--- src/rtl/mac_array_os_ctrl.sv ---
// mac_array_os_ctrl
// -----------------------------------------------------------------------------
// Sequencer for an output-stationary MAC array. For each tile job it clears
// the accumulators, streams k_len activation/weight reads, waits out the
// systolic skew, and then drains `row` psum vectors into the psum SRAM.
//
// Optional feature macro: MAC_OS_CTRL_PERF_EN
//   defined   : cycle_cnt counts busy cycles of the most recent job
//               (cleared on start acceptance, saturating, held in IDLE).
//   undefined : cycle_cnt is tied to zero.
//
// Parameters
//   row      array rows; number of psum vectors drained per job
//   col      array columns; width of array_valid
//   addr_bw  SRAM address width
//
// Ports
//   clk           in   clock, rising edge
//   reset         in   asynchronous active-low reset
//   start         in   job request (see handshake note below)
//   k_len         in   accumulation depth, captured on start acceptance
//   busy          out  high in every state except IDLE
//   done          out  one-cycle pulse at job completion
//   inst_w        out  array instruction: 00 hold/clear, 01 execute, 10 drain
//   acc_clr       out  accumulator clear strobe
//   feed_valid    out  qualifies array input vectors (read enable delayed 1)
//   act_rd_en     out  activation SRAM read enable
//   wgt_rd_en     out  weight SRAM read enable
//   rd_addr       out  shared activation/weight read address
//   array_valid   in   per-column psum valid from the array
//   psum_wr_en    out  psum SRAM write enable (combinational, DRAIN only)
//   psum_wr_addr  out  psum SRAM write address
//   cycle_cnt     out  job cycle count (feature macro above)
//   state_dbg     out  current FSM state encoding, for observation
//
// Handshake: start is a level request sampled only while the FSM is in IDLE.
// When sampled high there, the job is accepted and busy rises on the next
// cycle. A start seen while busy is dropped, never queued; a new job can be
// accepted at the earliest in the IDLE cycle that follows done.
// -----------------------------------------------------------------------------
module mac_array_os_ctrl #(
  parameter int row     = 8,
  parameter int col     = 8,
  parameter int addr_bw = 8
) (
  input  logic                    clk,
  input  logic                    reset,
  input  logic                    start,
  input  logic [addr_bw-1:0]      k_len,
  output logic                    busy,
  output logic                    done,
  output logic [1:0]              inst_w,
  output logic                    acc_clr,
  output logic                    feed_valid,
  output logic                    act_rd_en,
  output logic                    wgt_rd_en,
  output logic [addr_bw-1:0]      rd_addr,
  input  logic [col-1:0]          array_valid,
  output logic                    psum_wr_en,
  output logic [$clog2(row)-1:0]  psum_wr_addr,
  output logic [31:0]             cycle_cnt,
  output logic [2:0]              state_dbg
);

  localparam int FW = $clog2(row + col);
  localparam int PW = $clog2(row);

  typedef enum logic [2:0] {
    S_IDLE  = 3'd0,
    S_CLEAR = 3'd1,
    S_FEED  = 3'd2,
    S_FLUSH = 3'd3,
    S_DRAIN = 3'd4,
    S_DONE  = 3'd5
  } state_t;

  state_t              state, state_nxt;
  logic [addr_bw-1:0]  k_q, k_nxt;
  logic [addr_bw-1:0]  rd_addr_nxt;
  logic [FW-1:0]       flush_cnt, flush_nxt;
  logic [PW-1:0]       wr_addr_nxt;
  logic [1:0]          inst_nxt;

  assign state_dbg  = state;
  // A psum vector is only complete when every column reports valid.
  assign psum_wr_en = (state == S_DRAIN) && (&array_valid);

  // Next-state and counter logic.
  always_comb begin
    state_nxt   = state;
    k_nxt       = k_q;
    rd_addr_nxt = rd_addr;
    flush_nxt   = flush_cnt;
    wr_addr_nxt = psum_wr_addr;
    case (state)
      S_IDLE: begin
        if (start) begin
          k_nxt     = k_len;
          state_nxt = (k_len == '0) ? S_DONE : S_CLEAR;
        end
      end
      S_CLEAR: state_nxt = S_FEED;
      S_FEED: begin
        // rd_addr holds at k_len-1 once the last read is issued.
        if (rd_addr == k_q - 1'b1) state_nxt = S_FLUSH;
        else                       rd_addr_nxt = rd_addr + 1'b1;
      end
      S_FLUSH: begin
        // One SRAM-latency cycle plus row+col-1 skew cycles.
        if (flush_cnt == FW'(row + col - 1)) state_nxt = S_DRAIN;
        else                                 flush_nxt = flush_cnt + 1'b1;
      end
      S_DRAIN: begin
        if (psum_wr_en) begin
          if (psum_wr_addr == PW'(row - 1)) state_nxt = S_DONE;
          else                              wr_addr_nxt = psum_wr_addr + 1'b1;
        end
      end
      S_DONE: begin
        state_nxt   = S_IDLE;
        rd_addr_nxt = '0;
        flush_nxt   = '0;
        wr_addr_nxt = '0;
      end
      default: state_nxt = S_IDLE;
    endcase
  end

  // Output decode for the state being entered, so every output except
  // psum_wr_en comes straight from a flop.
  always_comb begin
    inst_nxt = 2'b00;
    case (state_nxt)
      S_FEED, S_FLUSH: inst_nxt = 2'b01;
      S_DRAIN:         inst_nxt = 2'b10;
      default:         inst_nxt = 2'b00;
    endcase
  end

  always_ff @(posedge clk or negedge reset) begin
    if (!reset) begin
      state        <= S_IDLE;
      k_q          <= '0;
      rd_addr      <= '0;
      flush_cnt    <= '0;
      psum_wr_addr <= '0;
      busy         <= 1'b0;
      done         <= 1'b0;
      inst_w       <= 2'b00;
      acc_clr      <= 1'b0;
      act_rd_en    <= 1'b0;
      wgt_rd_en    <= 1'b0;
      feed_valid   <= 1'b0;
    end else begin
      state        <= state_nxt;
      k_q          <= k_nxt;
      rd_addr      <= rd_addr_nxt;
      flush_cnt    <= flush_nxt;
      psum_wr_addr <= wr_addr_nxt;
      busy         <= (state_nxt != S_IDLE);
      done         <= (state_nxt == S_DONE);
      inst_w       <= inst_nxt;
      acc_clr      <= (state_nxt == S_CLEAR);
      act_rd_en    <= (state_nxt == S_FEED);
      wgt_rd_en    <= (state_nxt == S_FEED);
      // Read data arrives one cycle after the enable.
      feed_valid   <= act_rd_en;
    end
  end

`ifdef MAC_OS_CTRL_PERF_EN
  always_ff @(posedge clk or negedge reset) begin
    if (!reset) begin
      cycle_cnt <= '0;
    end else if (state == S_IDLE) begin
      if (start) cycle_cnt <= '0;
    end else if (cycle_cnt != 32'hFFFF_FFFF) begin
      cycle_cnt <= cycle_cnt + 32'd1;
    end
  end
`else
  assign cycle_cnt = '0;
`endif

endmodule

--- config.mk ---
export PLATFORM = sky130hd
export DESIGN_NAME = mac_array_os_ctrl
export DESIGN_NICKNAME = d
export VERILOG_FILES = /design/src/rtl/mac_array_os_ctrl.sv
export SDC_FILE = /design/constraint.sdc
export NUM_CORES = 1
export LEC_CHECK = 0
export ABC_AREA = 1
export CORE_MARGIN = 2
export CORE_UTILIZATION = 41
export CTS_CLUSTER_SIZE = 30
export DETAILED_ROUTE_END_ITERATION = 6
export PLACE_DENSITY = 0.75
export SETUP_SLACK_MARGIN = 0.4
export SYNTH_ARGS = -nofsm -noshare
export SYNTH_HDL_FRONTEND = slang
export SYNTH_SLANG_ARGS = --single-unit
--- constraint.sdc ---
create_clock -name clk -period 1.88 [get_ports clk]
set_clock_uncertainty 0.15 [all_clocks]
set_input_delay 0.376 -clock clk [delete_from_list [all_inputs] [get_ports clk]]
set_output_delay 0.376 -clock clk [all_outputs]
set_load 0.01 [all_outputs]
==> results of run 1 <==
==> power by group through the flow <==
| stage | Sequential, uW | Combinational, uW | Clock, uW |
|---|---|---|---|
| final | 1230 | 3080 | 823 |
| after global routing | 1260 | 3330 | 861 |
| after CTS | 1180 | 2410 | 817 |
| after detailed placement | 1220 | 2100 | 0 |
| after global placement | 1210 | 2040 | 0 |
| after floorplan | 1280 | 1260 | 0 |
==> timing repair <==
action,in CTS,in global routing
endpoints found under the setup margin,48,52
pin swaps,11,13
hold endpoints to repair,0,0
buffers inserted,16,14
gates cloned,0,3
resized for setup,90,79
==> worst max-delay path: cells and delay by family (launching register included) <==
kind            cells  cell delay [ps]
simple gates        9              960
compound gates      1              230
buf+inv             1              150
flops               1              390
==> path summary, 6_finish.rpt <==
path,startpoint,end,slack [ps],cells after the start
max in group asynchronous,reset,rd_addr[2],910,2
worst max register to register,k_q[1],rd_addr[7],-110,11
min in group asynchronous,reset,inst_w[0],330,2
worst max-delay path,k_q[1],rd_addr[7],-110,11
worst min-delay path,wgt_rd_en,feed_valid,250,0
worst min register to register,wgt_rd_en,feed_valid,250,0
==> layout make-up <==
type	instances	area [um^2]
fill	381	1710
clock buffer	5	68.8
multi-input combinational	197	1250
inverter	43	164
timing repair buffer	89	843
timing repair inverter	2	15.0
sequential	33	832
clock inverter	3	65.1
tap	70	87.6
==> routing by layer <==
| layer | routed length (um) | global-route usage [%] | share of wire, % | vias up |
|---|---|---|---|---|
| met5 | 0 | 0 | 0 | - |
| met4 | 170 | 7.45 | 2.6 | 0 |
| met3 | 348 | 4.38 | 5.4 | 18 |
| met2 | 3520 | 32.9 | 55 | 82 |
| met1 | 2380 | 20.9 | 37 | 1042 |
| li1 | - | - | - | 1022 |
==> per-stage QoR <==
| step | instance area, um^2 | hold slack [ps] | util [%] |
|---|---|---|---|
| floorplan | 2270 | -69.6 | - |
| global placement | 2630 | 228 | 52.2 |
| detailed placement | 2630 | 231 | 52.2 |
| CTS | 2950 | 248 | 58.5 |
| global route | 3330 | 264 | 66.0 |
| finish | 3330 | 253 | 66.0 |
==> logic make-up (layout without fill, tap and decap cells) <==
| family | count (synthesis) | after routing | share of synthesized area [%] |
|---|---|---|---|
| buffers and inverters | 79 | 142 | 19.8 |
| AO/OA/AOI/OAI | 17 | 17 | 4.48 |
| other | 1 | 32 | 0.177 |
| AND/OR/NAND/NOR | 132 | 132 | 29.1 |
| XOR/XNOR | 10 | 10 | 4.12 |
| adder cells (fa/ha/maj) | 5 | 5 | 2.94 |
| flip-flops | 33 | 33 | 38.9 |
| multiplexers | 1 | 1 | 0.530 |
==> cells in the mapped netlist <==
| cell | n | share of area (%) |
|---|---|---|
| sky130_fd_sc_hd__xor2_1 | 8 | 3.3 |
| sky130_fd_sc_hd__nor3_1 | 5 | 1.2 |
| sky130_fd_sc_hd__clkbuf_1 | 3 | 0.53 |
| sky130_fd_sc_hd__o21ai_0 | 9 | 2.1 |
| sky130_fd_sc_hd__nand2_2 | 2 | 0.59 |
| sky130_fd_sc_hd__a31oi_1 | 2 | 0.59 |
| sky130_fd_sc_hd__nand3_2 | 1 | 0.47 |
| sky130_fd_sc_hd__a21oi_1 | 2 | 0.47 |
| sky130_fd_sc_hd__nand3_1 | 28 | 6.6 |
| sky130_fd_sc_hd__mux2_2 | 1 | 0.53 |
| sky130_fd_sc_hd__dfrtp_1 | 33 | 39 |
| sky130_fd_sc_hd__nand2_4 | 1 | 0.53 |
| sky130_fd_sc_hd__nor2_2 | 3 | 0.88 |
| sky130_fd_sc_hd__ha_1 | 5 | 2.9 |
| sky130_fd_sc_hd__xnor2_1 | 2 | 0.82 |
| sky130_fd_sc_hd__clkinv_1 | 1 | 0.18 |
| sky130_fd_sc_hd__inv_2 | 8 | 1.4 |
| sky130_fd_sc_hd__o21ai_1 | 3 | 0.71 |
| sky130_fd_sc_hd__a22oi_2 | 1 | 0.59 |
| sky130_fd_sc_hd__nand2_1 | 53 | 9.4 |
| sky130_fd_sc_hd__inv_1 | 34 | 6.0 |
| sky130_fd_sc_hd__nor2_1 | 20 | 3.5 |
| sky130_fd_sc_hd__nor3_2 | 2 | 0.94 |
| sky130_fd_sc_hd__conb_1 | 1 | 0.18 |
| sky130_fd_sc_hd__buf_4 | 33 | 12 |
| sky130_fd_sc_hd__nand4_1 | 17 | 5.0 |
==> flip-flops by register name (all words and copies together) (netlist names) <==
signal,flops
done,1
rd_addr,8
acc_clr,1
wgt_rd_en,1
inst_w,2
feed_valid,1
flush_cnt,4
busy,1
psum_wr_addr,3
k_q,8
state_dbg,3
==> cell usage in the layout (no fill, tap or decap), types with 2 or more instances in the layout <==
master,n
sky130_fd_sc_hd__clkdlybuf4s50_1,10
sky130_fd_sc_hd__buf_4,27
sky130_fd_sc_hd__ha_4,2
sky130_fd_sc_hd__clkinvlp_4,2
sky130_fd_sc_hd__clkbuf_2,5
sky130_fd_sc_hd__nor3_4,4
sky130_fd_sc_hd__nand2_2,5
sky130_fd_sc_hd__buf_6,24
sky130_fd_sc_hd__nand3_1,21
sky130_fd_sc_hd__nand2_8,2
sky130_fd_sc_hd__nor2_2,3
sky130_fd_sc_hd__xor2_1,8
sky130_fd_sc_hd__inv_2,12
sky130_fd_sc_hd__nand2_4,6
sky130_fd_sc_hd__a21oi_2,2
sky130_fd_sc_hd__o21ai_0,2
sky130_fd_sc_hd__nor3_2,2
sky130_fd_sc_hd__buf_8,2
sky130_fd_sc_hd__clkdlybuf4s15_1,9
sky130_fd_sc_hd__xnor2_1,2
sky130_fd_sc_hd__bufinv_16,2
sky130_fd_sc_hd__dfrtp_1,28
sky130_fd_sc_hd__dlymetal6s2s_1,2
sky130_fd_sc_hd__ha_1,3
sky130_fd_sc_hd__dfrtp_2,5
sky130_fd_sc_hd__nand3_2,8
sky130_fd_sc_hd__nor2_1,17
sky130_fd_sc_hd__conb_1,32
sky130_fd_sc_hd__nand2_1,43
sky130_fd_sc_hd__dlygate4sd2_1,8
sky130_fd_sc_hd__clkbuf_8,5
sky130_fd_sc_hd__o21ai_1,3
sky130_fd_sc_hd__inv_1,29
sky130_fd_sc_hd__nand4_1,17
sky130_fd_sc_hd__nor2_4,3
sky130_fd_sc_hd__o21ai_2,7
==> results.sh, run 1 <==
export IMPL_syn_cell_area_um2=2120
export IMPL_cts_buffers=5
export IMPL_grt_setup_unrepaired="true"
export IMPL_min_path_type="reg2reg"
export IMPL_critPathRequiredTime_ps=1920
export IMPL_drt_pre_antenna_iters=4
export IMPL_synth_distinct_cells=26
export IMPL_cellInternalPower_uw=2940
export IMPL_cts_htree_levels=2
export IMPL_synthesis_area_per_instance_um2=7.64
export IMPL_instance_count_of_the_mapped_netlist=278
export IMPL_num_clock_sinks=33
export IMPL_vdd_ir_drop_max_mv=1.11
export IMPL_rows=26
export IMPL_report_power_total_uw=5130
export IMPL_io_pin_count=74
export IMPL_final_worst_path_setup_slack_ps=-112
export IMPL_layoutNonFillerInstCount=442
export IMPL_routabilityCongestion=0.852
export IMPL_synth_warning_count=0
export IMPL_dpl_cell_count=401
export IMPL_vias_per_cell=4.90
export IMPL_reg_power_share_pct=23.9
export IMPL_power_density_cell_area_nw_per_um2=1540
export IMPL_switching_share_pct=42.7
export IMPL_cts_clk_slew_worst_paths_ps=80
export IMPL_postCtsHoldBufs=0
export IMPL_crit_fanout=9
export IMPL_p_clk_share_pct=16.0
export IMPL_drtIter0Drc=138
export IMPL_violated_checks="negative setup slack"
export IMPL_clock_fmax_mhz=502
export IMPL_grt_first_pass_wirelength_um=8580
export IMPL_number_of_nets_at_the_end_of_the_flow=395
export IMPL_postSynthRegisterBits=33
export IMPL_grt_antenna_before_repair=0
export IMPL_grt_use_total_pct=18.3
export IMPL_dp_final_hpwl_um=3500
export IMPL_drcViolationCount=0
export IMPL_report_final_setup_viol=12
export IMPL_critical_path_startpoint_type="flip-flop"
export IMPL_critPathArrivalTime_ps=2040
export IMPL_post_place_ws_ps=-394
export IMPL_critical_path_cell_by_cell="buf_4 -> nor2_2 -> nand2_1 -> o21ai_0 -> nand3_1 -> nand2_1 -> nor2_4 -> nand2_4 -> nand2_8 -> nand3_1 -> nand2_1"
export IMPL_p_leak_uw=0.00175
export IMPL_route_antenna_remaining_nets=0
export IMPL_power_frac_comb_pct=60.1
export IMPL_fp_coreArea_um2=5040
export IMPL_io_buffer_count=41
export IMPL_grt_pass1_vias=1943
export IMPL_critical_path_s_largest_stage_delay_ps=390
export IMPL_dieArea_um2=5770
export IMPL_areaGrowthSynthToFinish_pct=56.7
export IMPL_run_status="finished, violations left"
export IMPL_fin_crit_sh_pct=106
export IMPL_finalSetupTns_ps=-988
export IMPL_floorplan_initialDensity_pct=42.1
export IMPL_die_h_um=76.0
export IMPL_ws_path_type="reg2reg"
export IMPL_grt_start_max_net_pins=34
export IMPL_clk_latency_ps=300
export IMPL_vias=2164
export IMPL_max_clock_path_buffers=2
export IMPL_wl_per_cell_um=14.5
export IMPL_critPathMostFrequentCell="sky130_fd_sc_hd__nand2_1"
export IMPL_gr_total_overflow=0
export IMPL_min_clock_period_post_route_ps=1990
export IMPL_max_cap_violations=0
export IMPL_timing_hold_violations_final=0
export IMPL_cts_tree="yes"
export IMPL_n_antenna_cell=0
export IMPL_postRouteWirelength_um=6420
export IMPL_die_x_um=76.0
export IMPL_synth_sequential_area_ratio_pct=38.9
export IMPL_crit_path_end_kind="flip-flop"
export IMPL_switching_power_uw=2190
export IMPL_critical_path_slowest_cell="sky130_fd_sc_hd__dfrtp_1"
export IMPL_fraction_of_final_layout_cells_with_drive_strength_greater_than_1_pct=36.3
export IMPL_drv_slew=0
export IMPL_cts_root_buffer_cell="sky130_fd_sc_hd__clkbuf_8"
No activity file was read; power rests on OpenSTA's default activity.
==> run 2, diff against run 1 <==
--- a/config.mk
+++ b/config.mk
@@ -15,3 +15,4 @@
 export SYNTH_ARGS = -nofsm -noshare
 export SYNTH_HDL_FRONTEND = slang
 export SYNTH_SLANG_ARGS = --single-unit
+export TNS_END_PERCENT = 5
==> run 2 against run 1 <==
Net effect: the run still ends with negative setup slack left; flip-flop and latch count unchanged; critical path depth increased by 3; combinational power down 24%; largest cell class unchanged; highest routed layer unchanged.
==> results.sh, run 2 (synthesized netlist as in run 1, its figures left out) <==
export IMPL_cts_buffers=5
export IMPL_die_h_um=76.0
export IMPL_routabilityCongestion=0.791
export IMPL_vias_per_cell=4.66
export IMPL_drt_pre_antenna_iters=4
export IMPL_critPathArrivalTime_ps=1980
export IMPL_wl_per_cell_um=11.4
export IMPL_layout_cells_most_common_list="sky130_fd_sc_hd__nand2_1, sky130_fd_sc_hd__conb_1, sky130_fd_sc_hd__dfrtp_1, sky130_fd_sc_hd__inv_1, sky130_fd_sc_hd__nand3_1"
export IMPL_min_path_type="reg2reg"
export IMPL_gr_total_overflow=0
export IMPL_fin_crit_sh_pct=104
export IMPL_power_density_cell_area_nw_per_um2=1490
export IMPL_ws_path_type="reg2reg"
export IMPL_setup_worst_path_start="k_q[1]"
export IMPL_clk_latency_ps=290
export IMPL_floorplan_initialDensity_pct=42.1
export IMPL_run_status="finished, violations left"
export IMPL_io_pin_count=74
export IMPL_layout_top_registers="k_q (8), rd_addr (8), flush_cnt (4)"
export IMPL_n_antenna_cell=0
export IMPL_critical_path_reg2reg_startpoint="k_q[1]"
export IMPL_grt_start_max_net_pins=34
export IMPL_die_x_um=76.0
export IMPL_cts_root_buffer_cell="sky130_fd_sc_hd__clkbuf_8"
export IMPL_cts_clk_slew_worst_paths_ps=70
export IMPL_hold_worst_slack_ps=255
export IMPL_num_clock_sinks=33
export IMPL_critical_path_slowest_cell="sky130_fd_sc_hd__dfrtp_1"
export IMPL_cts_tree="yes"
export IMPL_cts_htree_levels=2
export IMPL_max_cap_violations=0
export IMPL_drcViolationCount=0
export IMPL_layout_cells_most_common="sky130_fd_sc_hd__nand2_1"
export IMPL_max_clock_path_buffers=2
export IMPL_holdCritStartpoint="wgt_rd_en"
export IMPL_violated_checks="negative setup slack"
export IMPL_p_leak_uw=0.00153
export IMPL_clock_fmax_mhz=512
export IMPL_dp_final_hpwl_um=3430
export IMPL_grt_use_total_pct=16.4
export IMPL_min_clock_period_post_route_ps=1950
export IMPL_critPathRequiredTime_ps=1910
export IMPL_report_final_setup_viol=10
export IMPL_final_fill_count=451
export IMPL_areaGrowthSynthToFinish_pct=34.8
export IMPL_layoutNonFillerInstCount=413
export IMPL_critical_path_startpoint_type="flip-flop"
export IMPL_timing_hold_violations_final=0
export IMPL_critical_path_s_largest_stage_delay_ps=370
export IMPL_dpl_cell_count=402
export IMPL_critPathMostFrequentCell="sky130_fd_sc_hd__nand2_1"
export IMPL_cp_num_buf_inv=3
export IMPL_crit_path_end_kind="flip-flop"
export IMPL_worst_path_dominant_cell_family="simple AND/OR/NAND/NOR gates"
export IMPL_drv_slew=0
export IMPL_route_antenna_remaining_nets=0
export IMPL_fp_coreArea_um2=5040
export IMPL_number_of_nets_at_the_end_of_the_flow=366
export IMPL_grt_pass1_vias=1763
export IMPL_final_core_utilization_pct=56.8
export IMPL_drtIter0Drc=68
export IMPL_grt_setup_unrepaired="true"
export IMPL_fraction_of_final_layout_cells_with_drive_strength_greater_than_1_pct=24.2
export IMPL_rows=26
export IMPL_vias=1923
export IMPL_postRouteWirelength_um=4730
export IMPL_dieArea_um2=5770
export IMPL_grt_antenna_before_repair=0
export IMPL_crit_fanout=4
export IMPL_critical_path_cell_by_cell="inv_2 -> ha_4 -> inv_2 -> nand2_1 -> nand2_1 -> nor2_1 -> nand2_1 -> nor2_1 -> nand2_1 -> nor2_4 -> buf_4 -> nand2_2 -> nand4_1 -> nand2_1"
export IMPL_grt_first_pass_wirelength_um=7740
export IMPL_io_buffer_count=41
export IMPL_final_worst_path_setup_slack_ps=-73.5
export IMPL_postCtsHoldBufs=0
export IMPL_vdd_ir_drop_max_mv=0.802
-- run 2: cell types whose count changed in the layout (fill, tap and decap cells not counted), moves of 6 or more --
cell	previous run	this run
sky130_fd_sc_hd__buf_4	27	12
sky130_fd_sc_hd__buf_6	24	13
sky130_fd_sc_hd__nand2_1	43	51
sky130_fd_sc_hd__dlygate4sd2_1	8	1
sky130_fd_sc_hd__o21ai_0	2	9
sky130_fd_sc_hd__o21ai_2	7	1
-- run 2: repair_timing --
action,in CTS,in global routing
setup endpoints to repair,48,43
pin swaps,9,11
hold endpoints to repair,0,0
buffers inserted,1,1
gates resized for setup,83,31
cloned,1,0
-- run 2: power breakdown --
group	switching (uW)	internal [uW]
Sequential	244	977
Clock	284	397
Combinational	1320	1030
Total	1850	2400
-- run 2: worst paths after layout --
kind,cells after the start,end,slack (ps)
max,14,rd_addr[3],-70
min,0,feed_valid,250
max reg2reg,14,rd_addr[3],-70
min reg2reg,0,feed_valid,250
max in group asynchronous,2,rd_addr[2],910
min in group asynchronous,2,state_dbg[0],330
-- run 2: worst register-to-register path, delay by kind of cell (launching register included) --
kind / cells / cell delay (ps)
fa+ha+maj: 1 / 270
buf+inv: 3 / 230
flops: 1 / 370
simple gates: 10 / 850
-- run 2: area by class of cell --
type,count,area [um^2],share of cell area [%]
clock buffer,5,68.8,2.40
clock inverter,3,46.3,1.62
inverter,43,164,5.72
multi-input combinational,198,1120,39.0
sequential,33,828,28.9
tap,70,87.6,3.06
timing repair buffer,61,553,19.3
-- run 2: per-layer routing --
metal	up-vias	routed length [um]	track usage (%)
met3	5	249	4.03
met5	-	0	0
met1	898	2000	18.5
met4	0	34	4.18
li1	962	-	-
met2	58	2440	30.7
-- run 2: stage by stage --
| stage | power [uW] | TNS [ps] | setup slack [ps] | area, um^2 |
|---|---|---|---|---|
| after floorplan | 2520 | 0 | 98.9 | 2250 |
| after global placement | 3250 | -824 | -326 | 2630 |
| after detailed placement | 3310 | -1630 | -357 | 2630 |
| after CTS | 4170 | -530 | -53.2 | 2820 |
| after global routing | 4610 | -2260 | -213 | 2860 |
| final | 4250 | -432 | -73.5 | 2860 |
